File: config.mk
export PLATFORM = sky130hd
export DESIGN_NAME = fetch_stage
export DESIGN_NICKNAME = d
export VERILOG_FILES = /design/src/rtl/pipeline_pkg.sv /design/src/rtl/ifid_reg.sv /design/src/rtl/fetch_stage.sv
export SDC_FILE = /design/constraint.sdc
export NUM_CORES = 1
export LEC_CHECK = 0
export CAP_MARGIN = 25
export CORE_MARGIN = 10
export CORE_UTILIZATION = 51
export CTS_CLUSTER_DIAMETER = 50
export DETAILED_ROUTE_END_ITERATION = 8
export GPL_TIMING_DRIVEN = 0
export PLACE_DENSITY = 0.84
export RECOVER_POWER = 50
export SYNTH_ARGS = -nofsm -noshare
export SYNTH_HDL_FRONTEND = slang
export SYNTH_SLANG_ARGS = --single-unit
File: constraint.sdc
create_clock -name clk -period 4.6 [get_ports clk]
set_clock_uncertainty 0.05 [all_clocks]
set_input_delay 0.92 -clock clk [delete_from_list [all_inputs] [get_ports clk]]
set_output_delay 0.92 -clock clk [all_outputs]
set_load 0.01 [all_outputs]
File: src/rtl/pipeline_pkg.sv
// Shared pipeline definitions: reset vector, NOP encoding, fetch FSM states
// and the IF/ID bundle layout shared by fetch and decode.
package pipeline_pkg;

    localparam logic [31:0] RESET_PC_DEFAULT = 32'h0000_0000;
    localparam logic [31:0] NOP_INSTR        = 32'h0000_0000;

    localparam int IFID_INSTR_W = 32;
    localparam int IFID_PC4_W   = 32;
    localparam int IFID_W       = IFID_INSTR_W + IFID_PC4_W + 1;

    typedef enum logic [1:0] {
        BOOT  = 2'd0,
        RUN   = 2'd1,
        STALL = 2'd2
    } fetch_state_t;

    typedef struct packed {
        logic                    valid;
        logic [IFID_PC4_W-1:0]   pc4;
        logic [IFID_INSTR_W-1:0] instr;
    } ifid_t;

    function automatic logic [31:0] word_align(input logic [31:0] addr);
        return {addr[31:2], 2'b00};
    endfunction

endpackage

File: src/rtl/ifid_reg.sv
// Generic pipeline register with synchronous reset, flush (clear) and stall
// (hold). Clear takes priority over hold so a flush always inserts a bubble.
module ifid_reg
    import pipeline_pkg::*;
#(
    parameter int           W         = IFID_W,
    parameter logic [W-1:0] CLEAR_VAL = '0
) (
    input  logic         clk,
    input  logic         reset,
    input  logic         i_hold,
    input  logic         i_clear,
    input  logic [W-1:0] i_d,
    output logic [W-1:0] o_q
);

    logic [W-1:0] r_q;

    // NOTE: sequential state uses non-blocking assignments so every register
    // samples pre-edge values regardless of process evaluation order.
    always_ff @(posedge clk) begin
        if (reset) begin
            r_q <= CLEAR_VAL;
        end else if (i_clear) begin
            r_q <= CLEAR_VAL;
        end else if (!i_hold) begin
            r_q <= i_d;
        end
    end

    assign o_q = r_q;

endmodule

File: src/rtl/fetch_stage.sv
// Instruction-fetch stage: owns the PC, drives a synchronous-read instruction
// memory, and delivers a registered IF/ID bundle with stall replay and redirect squash.
module fetch_stage
    import pipeline_pkg::*;
#(
    parameter logic [31:0] RESET_PC = RESET_PC_DEFAULT
) (
    input  logic        clk,
    input  logic        reset,
    output logic [31:0] imem_addr,
    input  logic [31:0] imem_rdata,
    input  logic        stall_i,
    input  logic        redirect_i,
    input  logic [31:0] redirect_pc_i,
    output logic [31:0] ifid_instr,
    output logic [31:0] ifid_pc4,
    output logic        ifid_valid,
    output logic [31:0] fetch_count,
    output logic [31:0] squash_count,
    output logic [1:0]  state_o
);

    fetch_state_t r_state;
    fetch_state_t w_state_next;
    logic [31:0]  r_req_pc;
    logic         r_req_vld;
    logic [31:0]  r_fetch_count;
    logic [31:0]  r_squash_count;
    logic [31:0]  w_imem_addr;
    logic         w_hold;
    ifid_t        w_ifid_d;
    ifid_t        w_ifid_q;

    // Redirect beats everything; BOOT issues the reset vector once; a stall replays.
    always_comb begin
        w_imem_addr = r_req_pc + 32'd4;
        if (redirect_i) begin
            w_imem_addr = word_align(redirect_pc_i);
        end else if (r_state == BOOT) begin
            w_imem_addr = RESET_PC;
        end else if (stall_i) begin
            w_imem_addr = r_req_pc;
        end
    end

    always_comb begin
        w_state_next = r_state;
        case (r_state)
            BOOT:    w_state_next = RUN;
            RUN:     if (stall_i && !redirect_i) w_state_next = STALL;
            STALL:   if (!stall_i || redirect_i) w_state_next = RUN;
            default: w_state_next = RUN;
        endcase
    end

    always_ff @(posedge clk) begin
        if (reset) begin
            r_state   <= BOOT;
            r_req_pc  <= RESET_PC;
            r_req_vld <= 1'b0;
        end else begin
            r_state   <= w_state_next;
            r_req_pc  <= w_imem_addr;
            r_req_vld <= 1'b1;
        end
    end

    // BOOT ignores stall; req_vld is still 0 there, so the capture is a bubble.
    assign w_hold = stall_i && !redirect_i && (r_state != BOOT);

    always_comb begin
        w_ifid_d.valid = r_req_vld;
        w_ifid_d.pc4   = r_req_pc + 32'd4;
        w_ifid_d.instr = r_req_vld ? imem_rdata : NOP_INSTR;
    end

    ifid_reg #(
        .W         (IFID_W),
        .CLEAR_VAL ('0)
    ) u_ifid_reg (
        .clk     (clk),
        .reset   (reset),
        .i_hold  (w_hold),
        .i_clear (redirect_i),
        .i_d     (w_ifid_d),
        .o_q     (w_ifid_q)
    );

    always_ff @(posedge clk) begin
        if (reset) begin
            r_fetch_count  <= 32'd0;
            r_squash_count <= 32'd0;
        end else if (redirect_i) begin
            if (r_req_vld) r_squash_count <= r_squash_count + 32'd1;
        end else if (!w_hold && r_req_vld) begin
            r_fetch_count <= r_fetch_count + 32'd1;
        end
    end

    assign imem_addr    = w_imem_addr;
    assign ifid_instr   = w_ifid_q.instr;
    assign ifid_pc4     = w_ifid_q.pc4;
    assign ifid_valid   = w_ifid_q.valid;
    assign fetch_count  = r_fetch_count;
    assign squash_count = r_squash_count;
    assign state_o      = r_state;

endmodule

==> impl_summary.log <==
[metrics] top area cells in the synthesized netlist: dfxtp_1 (43%), xnor2_1 (6.4%), nand2_1 (5.5%), xor2_1 (4.9%), a21oi_1 (4.9%)
[metrics] Final TNS setup: 0 ps
[metrics] total half-perimeter wirelength after legalization and detailed placement: about 19 mm
[metrics] gr usage total: between 20% and 30%
[metrics] number of DRC violations after detailed-routing iteration 0: about 540
[metrics] number of antenna violations at the first check in global routing: 2
[metrics] max-cap violation count: 0
[metrics] number of post-CTS setup repair buffers: 0
[metrics] routed len/inst: ~19 um
[metrics] area enclosed by the die boundary: 20300 um^2
[metrics] worst endpoint required time: ~3600 ps
[metrics] setup repair after global routing missed its margin: no
[metrics] post-synthesis share of cell area spent on xor and xnor gates: between 10% and 20%
[metrics] post-layout minimum cycle time: between 4000 and 5000 ps
[metrics] netlist area before placement: 7630 um^2
[metrics] row count: 44
[metrics] final hold viol count: 0
[metrics] worst hold margin: ~400 ps
[metrics] fraction of synthesized area in multiplexers: less than 1%
[metrics] placer's final routability congestion estimate: roughly 0.94
[metrics] layout cell share with drive strength beyond 1: 5.53%
[metrics] LEAKAGE: between 4 and 5 nW
[metrics] floorplan core area: 14600 um^2
[metrics] count of unique library cells instantiated by Yosys: 52
[metrics] Critical Path Start Type: primary input
[metrics] data arrival at the endpoint of the critical path: between 3000 and 4000 ps
[metrics] Post-Synthesis Mean Instance Area: approximately 8.2 um^2
[metrics] share of synthesized registers carrying an async set or reset: 0%
[metrics] critical path launch point: stall_i
[metrics] sequential cell area fraction in the yosys report: 43.0%
[metrics] cts hold-fix bufs: 0
[metrics] buffer depth of the longest clock path: 2
[metrics] clock tree root driver cell: clkbuf_16
[metrics] Post-Synth Adder-Cell Area: less than 1%
[metrics] total number of yosys warnings: 0
[metrics] min-delay worst type: reg2reg
[metrics] critical path endpoint category: output port
[metrics] worst min-delay path startpoint: u_ifid_reg.o_q[14]
[metrics] most frequent cell after synthesis: dfxtp_1
[metrics] CTS clk-pin slew, worst paths: approximately 60 ps
[metrics] area share of and/or/nand/nor cells after synthesis: between 20% and 30%
[metrics] drt first pass iters: 6
[metrics] normalized max-slew margin: a little under a third
[metrics] timing-limited maximum frequency: about 0.22 GHz
[metrics] fraction of post-synthesis cell area in the top cell type by area: 43.0%
[metrics] cell area power density: around 300 nW/um^2
[metrics] clock buffer count from CTS: 17
[metrics] number of global-route vias before repair: 7526
[metrics] overall die height: about 140 um
[metrics] most instantiated flip-flop cell in the synthesis netlist: dfxtp_1
[metrics] I/O pin total: 231
[metrics] Max rail drop VDD: 0.282 mV
[metrics] clk sink count: 164
[metrics] largest area contributor in the netlist: dfxtp_1
[metrics] count of fill cells added during filler insertion: around 1.1k
[metrics] global-route wire length before repair: around 40 mm
[metrics] reg-to-reg startpoint: state_o[1]
[metrics] number of flops mapped to enable cells by yosys: 0
[metrics] kind of critical path: in2out
[metrics] Mapped Cells: 935
[metrics] number of nets in the layout: 1252
[metrics] setup violators final: 0
[metrics] Die Span X: 142 um
[metrics] maximum number of pins on one net before global-route repair: 17
[metrics] crit-path max FO: 10
[metrics] antenna viol nets, final: 0
[metrics] post-detailed-route via-to-cell ratio: 5.71
[metrics] post-synth net total: around 1.0k
[metrics] clk_lat worst skew: approximately 420 ps
[metrics] overall via count from detail_route: between 7k and 8k
[metrics] flip-flop and latch count after synthesis: approximately 160
[metrics] max-slew violations: 0
[metrics] area grow syn2layout: 40.9%
[metrics] total congestion overflow: 0
[metrics] Final period util: between 90% and 100%
[metrics] largest family of logic cells by synthesized area: simple AND/OR/NAND/NOR gates
[metrics] Worst-Margin Slew: between 1000 and 1500 ps
[metrics] total wire length after detailed routing: between 20 and 30 mm
[metrics] remaining routing DRC violations: 0
[metrics] CTS tree: built
[metrics] status: finished, final reports clean
[metrics] Max H-tree Level: 4
[metrics] compound-cell area share of the yosys netlist: 11.8%
[metrics] Commonest cells post-synth: dfxtp_1 (164), nand2_1 (111), nor2_1 (93), a21oi_1 (74), nand3_1 (61)
[metrics] input/output buffers: roughly 230
[metrics] Initial Util: about 52%
through the flow:
step	instance area (um^2)	std cells	power [mW]	utilization, %	worst slack [ps]
2_1_floorplan	7630	935	1.66	-	1490
3_3_place_gp	10100	1346	1.85	69.5	-91.8
3_5_place_dp	10100	1346	1.86	69.5	-115
4_1_cts	10700	1377	3.32	73.6	35.9
5_1_grt	10800	1379	3.40	73.7	23.3
6_report	10800	1379	3.30	73.7	77.3
cell type report:
| type | count | area [um^2] | area share, % |
|---|---|---|---|
| Multi-Input combinational cell | 692 | 4050 | 37.6 |
| Timing Repair Buffer | 227 | 2270 | 21.1 |
| Tap cell | 184 | 230 | 2.14 |
| Sequential cell | 164 | 3280 | 30.5 |
| Antenna cell | 2 | 5.00 | 0.0465 |
| Buffer | 67 | 267 | 2.48 |
| Clock buffer | 21 | 450 | 4.19 |
| Inverter | 12 | 45.0 | 0.419 |
| Clock inverter | 10 | 156 | 1.45 |
where the power goes:
part	leakage, nW	internal, mW	switching (mW)
Combinational	2.50	0.160	0.184
Clock	0.297	0.917	0.563
Sequential	1.33	1.45	0.0261
flip-flops by register name, indices dropped and copies added, names as in the netlist:
name	count
fetch_count	32
r_req_pc	32
r_req_vld	1
squash_count	32
state_o	2
u_ifid_reg.o_q	65
repair_timing:
item	in CTS	in global routing
endpoints found under the hold margin	0	0
resized for setup	1	4
setup endpoints to repair	3	2
pin swaps	0	0
placed cells by master, fill, tap and decap left out, types with 4 or more instances in the layout:
master,Yosys,final
dlygate4sd3_1,0,131
bufinv_16,0,4
buf_2,8,9
or2_2,5,5
o21ai_1,10,9
and3_1,9,9
xnor2_1,56,56
buf_1,12,9
clkinv_2,0,4
nor4_1,10,10
dfxtp_1,164,164
nor2_1,93,92
nand4_2,5,5
and2_0,0,4
nand4_1,37,37
inv_1,12,12
xor2_1,43,43
nand3_1,61,61
nor2b_1,4,4
nor4_2,7,7
o21ai_0,49,50
clkdlybuf4s50_1,0,96
nand2_1,111,111
o22ai_1,9,9
and2_1,18,14
and4_1,9,9
a211oi_1,10,10
clkbuf_16,0,17
or3_1,14,14
nor3_1,23,23
clkbuf_1,45,49
a21oi_1,74,74
metal layers:
layer  vias to the layer above  track usage (%)  share of wire, %
li1                       3760                -                 -
met1                      3673             29.1                41
met2                       366             39.0                46
met3                        70             7.28               8.7
met4                         0             11.4               3.9
met5                         -                0                 0
critical path, cell delays in order:
cell and delay [ps]:
clkdlybuf4s50_1 500, nand4b_2 510, nor2_4 330, nand4_1 140, xor2_1 180, o21ai_0 350
clkdlybuf4s50_1 620
final timing paths:
| path | end | slack, ps | depth (start not counted) |
|---|---|---|---|
| setup / recovery | imem_addr[20] | 80 | 7 |
| hold / removal | u_ifid_reg.o_q[14] | 400 | 2 |
| setup reg to reg | fetch_count[30] | 1980 | 5 |
| hold reg to reg | u_ifid_reg.o_q[14] | 400 | 2 |
kinds of logic after synthesis:
group                    after synthesis
AO/OA/AOI/OAI                        164
XOR/XNOR                              99
adder cells (fa/ha/maj)                3
buffers and inverters                 79
flip-flops                           164
multiplexers                           4
AND/OR/NAND/NOR                      422
No activity file was read; power rests on OpenSTA's default activity.
==> RTL change, RTL diff (same flow settings) <==
Register the output `fetch_count` once more, cleared by the reset; this adds one clock of latency there. The other outputs are not delayed to match.
--- a/src/rtl/fetch_stage.sv
+++ b/src/rtl/fetch_stage.sv
@@ -101,7 +101,13 @@
     assign ifid_instr   = w_ifid_q.instr;
     assign ifid_pc4     = w_ifid_q.pc4;
     assign ifid_valid   = w_ifid_q.valid;
-    assign fetch_count  = r_fetch_count;
+    always_ff @(posedge clk) begin
+        if (reset) begin
+            fetch_count <= '0;
+        end else begin
+            fetch_count <= r_fetch_count;
+        end
+    end
     assign squash_count = r_squash_count;
     assign state_o      = r_state;
 
Check against the original RTL: not equivalent (a bounded check fails within 4 cycles, from zero or initial values and one cycle with reset high).
==> RTL change against the unedited design <==
Non-clock buffer count down 1; total power increased by 6.4%; design area rose by 6.1%; register-to-register slack gained 0.10 ns; sequential share of layout area increased by 3.9 points; wire length is 3.2% lower; clock power is 3% lower; setup slack improved by 0.11 ns; sequential cell count grew 32; area after synthesis is 8.3% higher; largest power group unchanged.
==> RTL change: results (changes against the unedited design) <==
set qor(timing_worst_slew_pin_value_ns) 0.8965 ;# -0.1178 ns
set qor(number_of_unique_standard_cell_types_used_by_synthesis) 55 ;# +5.8%
set qor(seq_area_frac_synth) 0.4745 ;# +0.04434
set qor(first_pass_iters) 5 ;# -1
set qor(synth_area_leaders) {dfxtp_1 (47%), xor2_1 (7.4%), nor2_1 (4.2%)}
set qor(post_route_cells_drive_above_1_share) 0.05877 ;# +0.003451
set qor(worst_ep_arrival_time_ns) 3.44 ;# -0.11 ns
set qor(power.ir.vdd_worst_mv) 0.2977 ;# +5.7%
set qor(fill_cells) 1270 ;# +15%
set qor(final_min_period_over_clock_period) 0.9583 ;# -0.02489
set qor(register_to_register_path_setup_slack_ns) 2.08 ;# +0.10 ns
set qor(place_hpwl_mm) 18.80 ;# -2.0%
set qor(detail_route.iter0.violations) 604 ;# +12%
set qor(nNetsFinal) 1249 ;# -0.24%
set qor(cts_inserted_buffers) 17 ;# unchanged
set qor(synth_nets) 1002 ;# -0.40%
set qor(hold_path_startpoint) {u_ifid_reg.o_q[32]}
set qor(route.final.wire_length_mm) 24.73 ;# -3.2%
set qor(reg2reg_depth) 6 ;# +1
set qor(globalRouteTotalUtil) 0.2226 ;# -0.01997
set qor(total_leakage_power_nw) 4.563 ;# +11%
set qor(worst_r2r_startpoint) {r_req_pc[2]}
set qor(grt_max_degree) 20 ;# +3
set qor(grt_pass1_vias) 7322 ;# -2.7%
set qor(synth_top_cells_by_count) {dfxtp_1 (196), nor2_1 (93), nand2_1 (88)}
set qor(r2r_path_end) {r_req_pc[30]}
set qor(route.vias.total) 7575 ;# -3.7%
set qor(pre_cts_ws_ns) -0.2861 ;# -0.1711 ns
set qor(worstSkewPairLatency_ns) 0.44 ;# +0.02 ns
set qor(status) {finished clean}
set qor(worst_hold_slack_ns) 0.3983 ;# +0.001400 ns
set qor(finalWeightedCongestion) 0.9266 ;# -1.0%
## RTL change: cell types whose count changed in the layout (fill, tap and decap cells not counted), moves of 11 or more
cell	delta
a22o_1	+30
xor2_1	+27
a21oi_1	-34
nand2_1	-23
dfxtp_1	+32
xnor2_1	-22
nor3_1	-11
nand3_1	-24
nor2b_1	+31
## RTL change: layer usage
layer / wire length [microns] / global-route usage / share of wire / vias to the layer above
met5: 0 / 0 / 0 / -
met4: 477 / 0.06789 / 0.019 / 0
met3: 1683 / 0.06143 / 0.068 / 26
met2: 12150 / 0.3747 / 0.49 / 256
met1: 10410 / 0.2702 / 0.42 / 3565
li1: - / - / - / 3728
## RTL change: area by class of cell
class                   instances  share of cell area
diodes                          1           0.0002193
plain buffers                  65             0.02412
clock buffers                  19             0.03881
clock inverters                13             0.01151
inverters                       7            0.002302
multi-input cells             663              0.3556
flip-flops and latches        196              0.3438
well taps                     216             0.02368
repair buffers                228              0.2000
## RTL change: repair_timing
action / CTS / global route
pin swaps: 0 / 0
endpoints found under the setup margin: 3 / 6
cloned: 0 / 0
gates resized for setup: 2 / 3
setup buffers: 0 / 0
## RTL change: kinds of logic after synthesis
| kind of cell | count (synthesis) | synth area share |
|---|---|---|
| simple gates | 393 | 0.2512 |
| flops | 196 | 0.4745 |
| compound gates | 158 | 0.1171 |
| xor+xnor | 104 | 0.1102 |
| buf+inv | 72 | 0.03631 |
| mux | 5 | 0.006204 |
| fa+ha+maj | 3 | 0.004540 |
## RTL change: how the worst max path moves through the flow
stage	to	slack (ns)	start
final	imem_addr[14]	0.19	stall_i
after global routing	imem_addr[14]	0.05	stall_i
after CTS	imem_addr[14]	0.12	stall_i
after detailed placement	imem_addr[31]	-0.29	stall_i
after global placement	imem_addr[31]	-0.34	stall_i
after floorplan	imem_addr[14]	1.48	stall_i
## RTL change: metrics by stage
stage          cells  cell area [sq um]
2_1_floorplan    931               8269
3_3_place_gp    1375              10820
3_5_place_dp    1375              10820
4_1_cts         1407              11400
5_1_grt         1408              11410
6_report        1408              11410
## RTL change: power groups by stage
stage	Clock [mW]	Sequential, mW	Combinational [mW]
floorplan	0	1.80	0.133
global placement	0	1.79	0.321
detailed placement	0	1.79	0.322
CTS	1.46	1.76	0.326
global route	1.54	1.76	0.343
finish	1.44	1.76	0.318
## RTL change: critical path, stage by stage
cell and delay (ns):
clkdlybuf4s50_1 0.51, clkbuf_2 0.28, and3b_1 0.38, nand2_1 0.10
nor4_1 0.35, xnor2_1 0.14, o21ai_0 0.18, clkdlybuf4s50_1 0.57
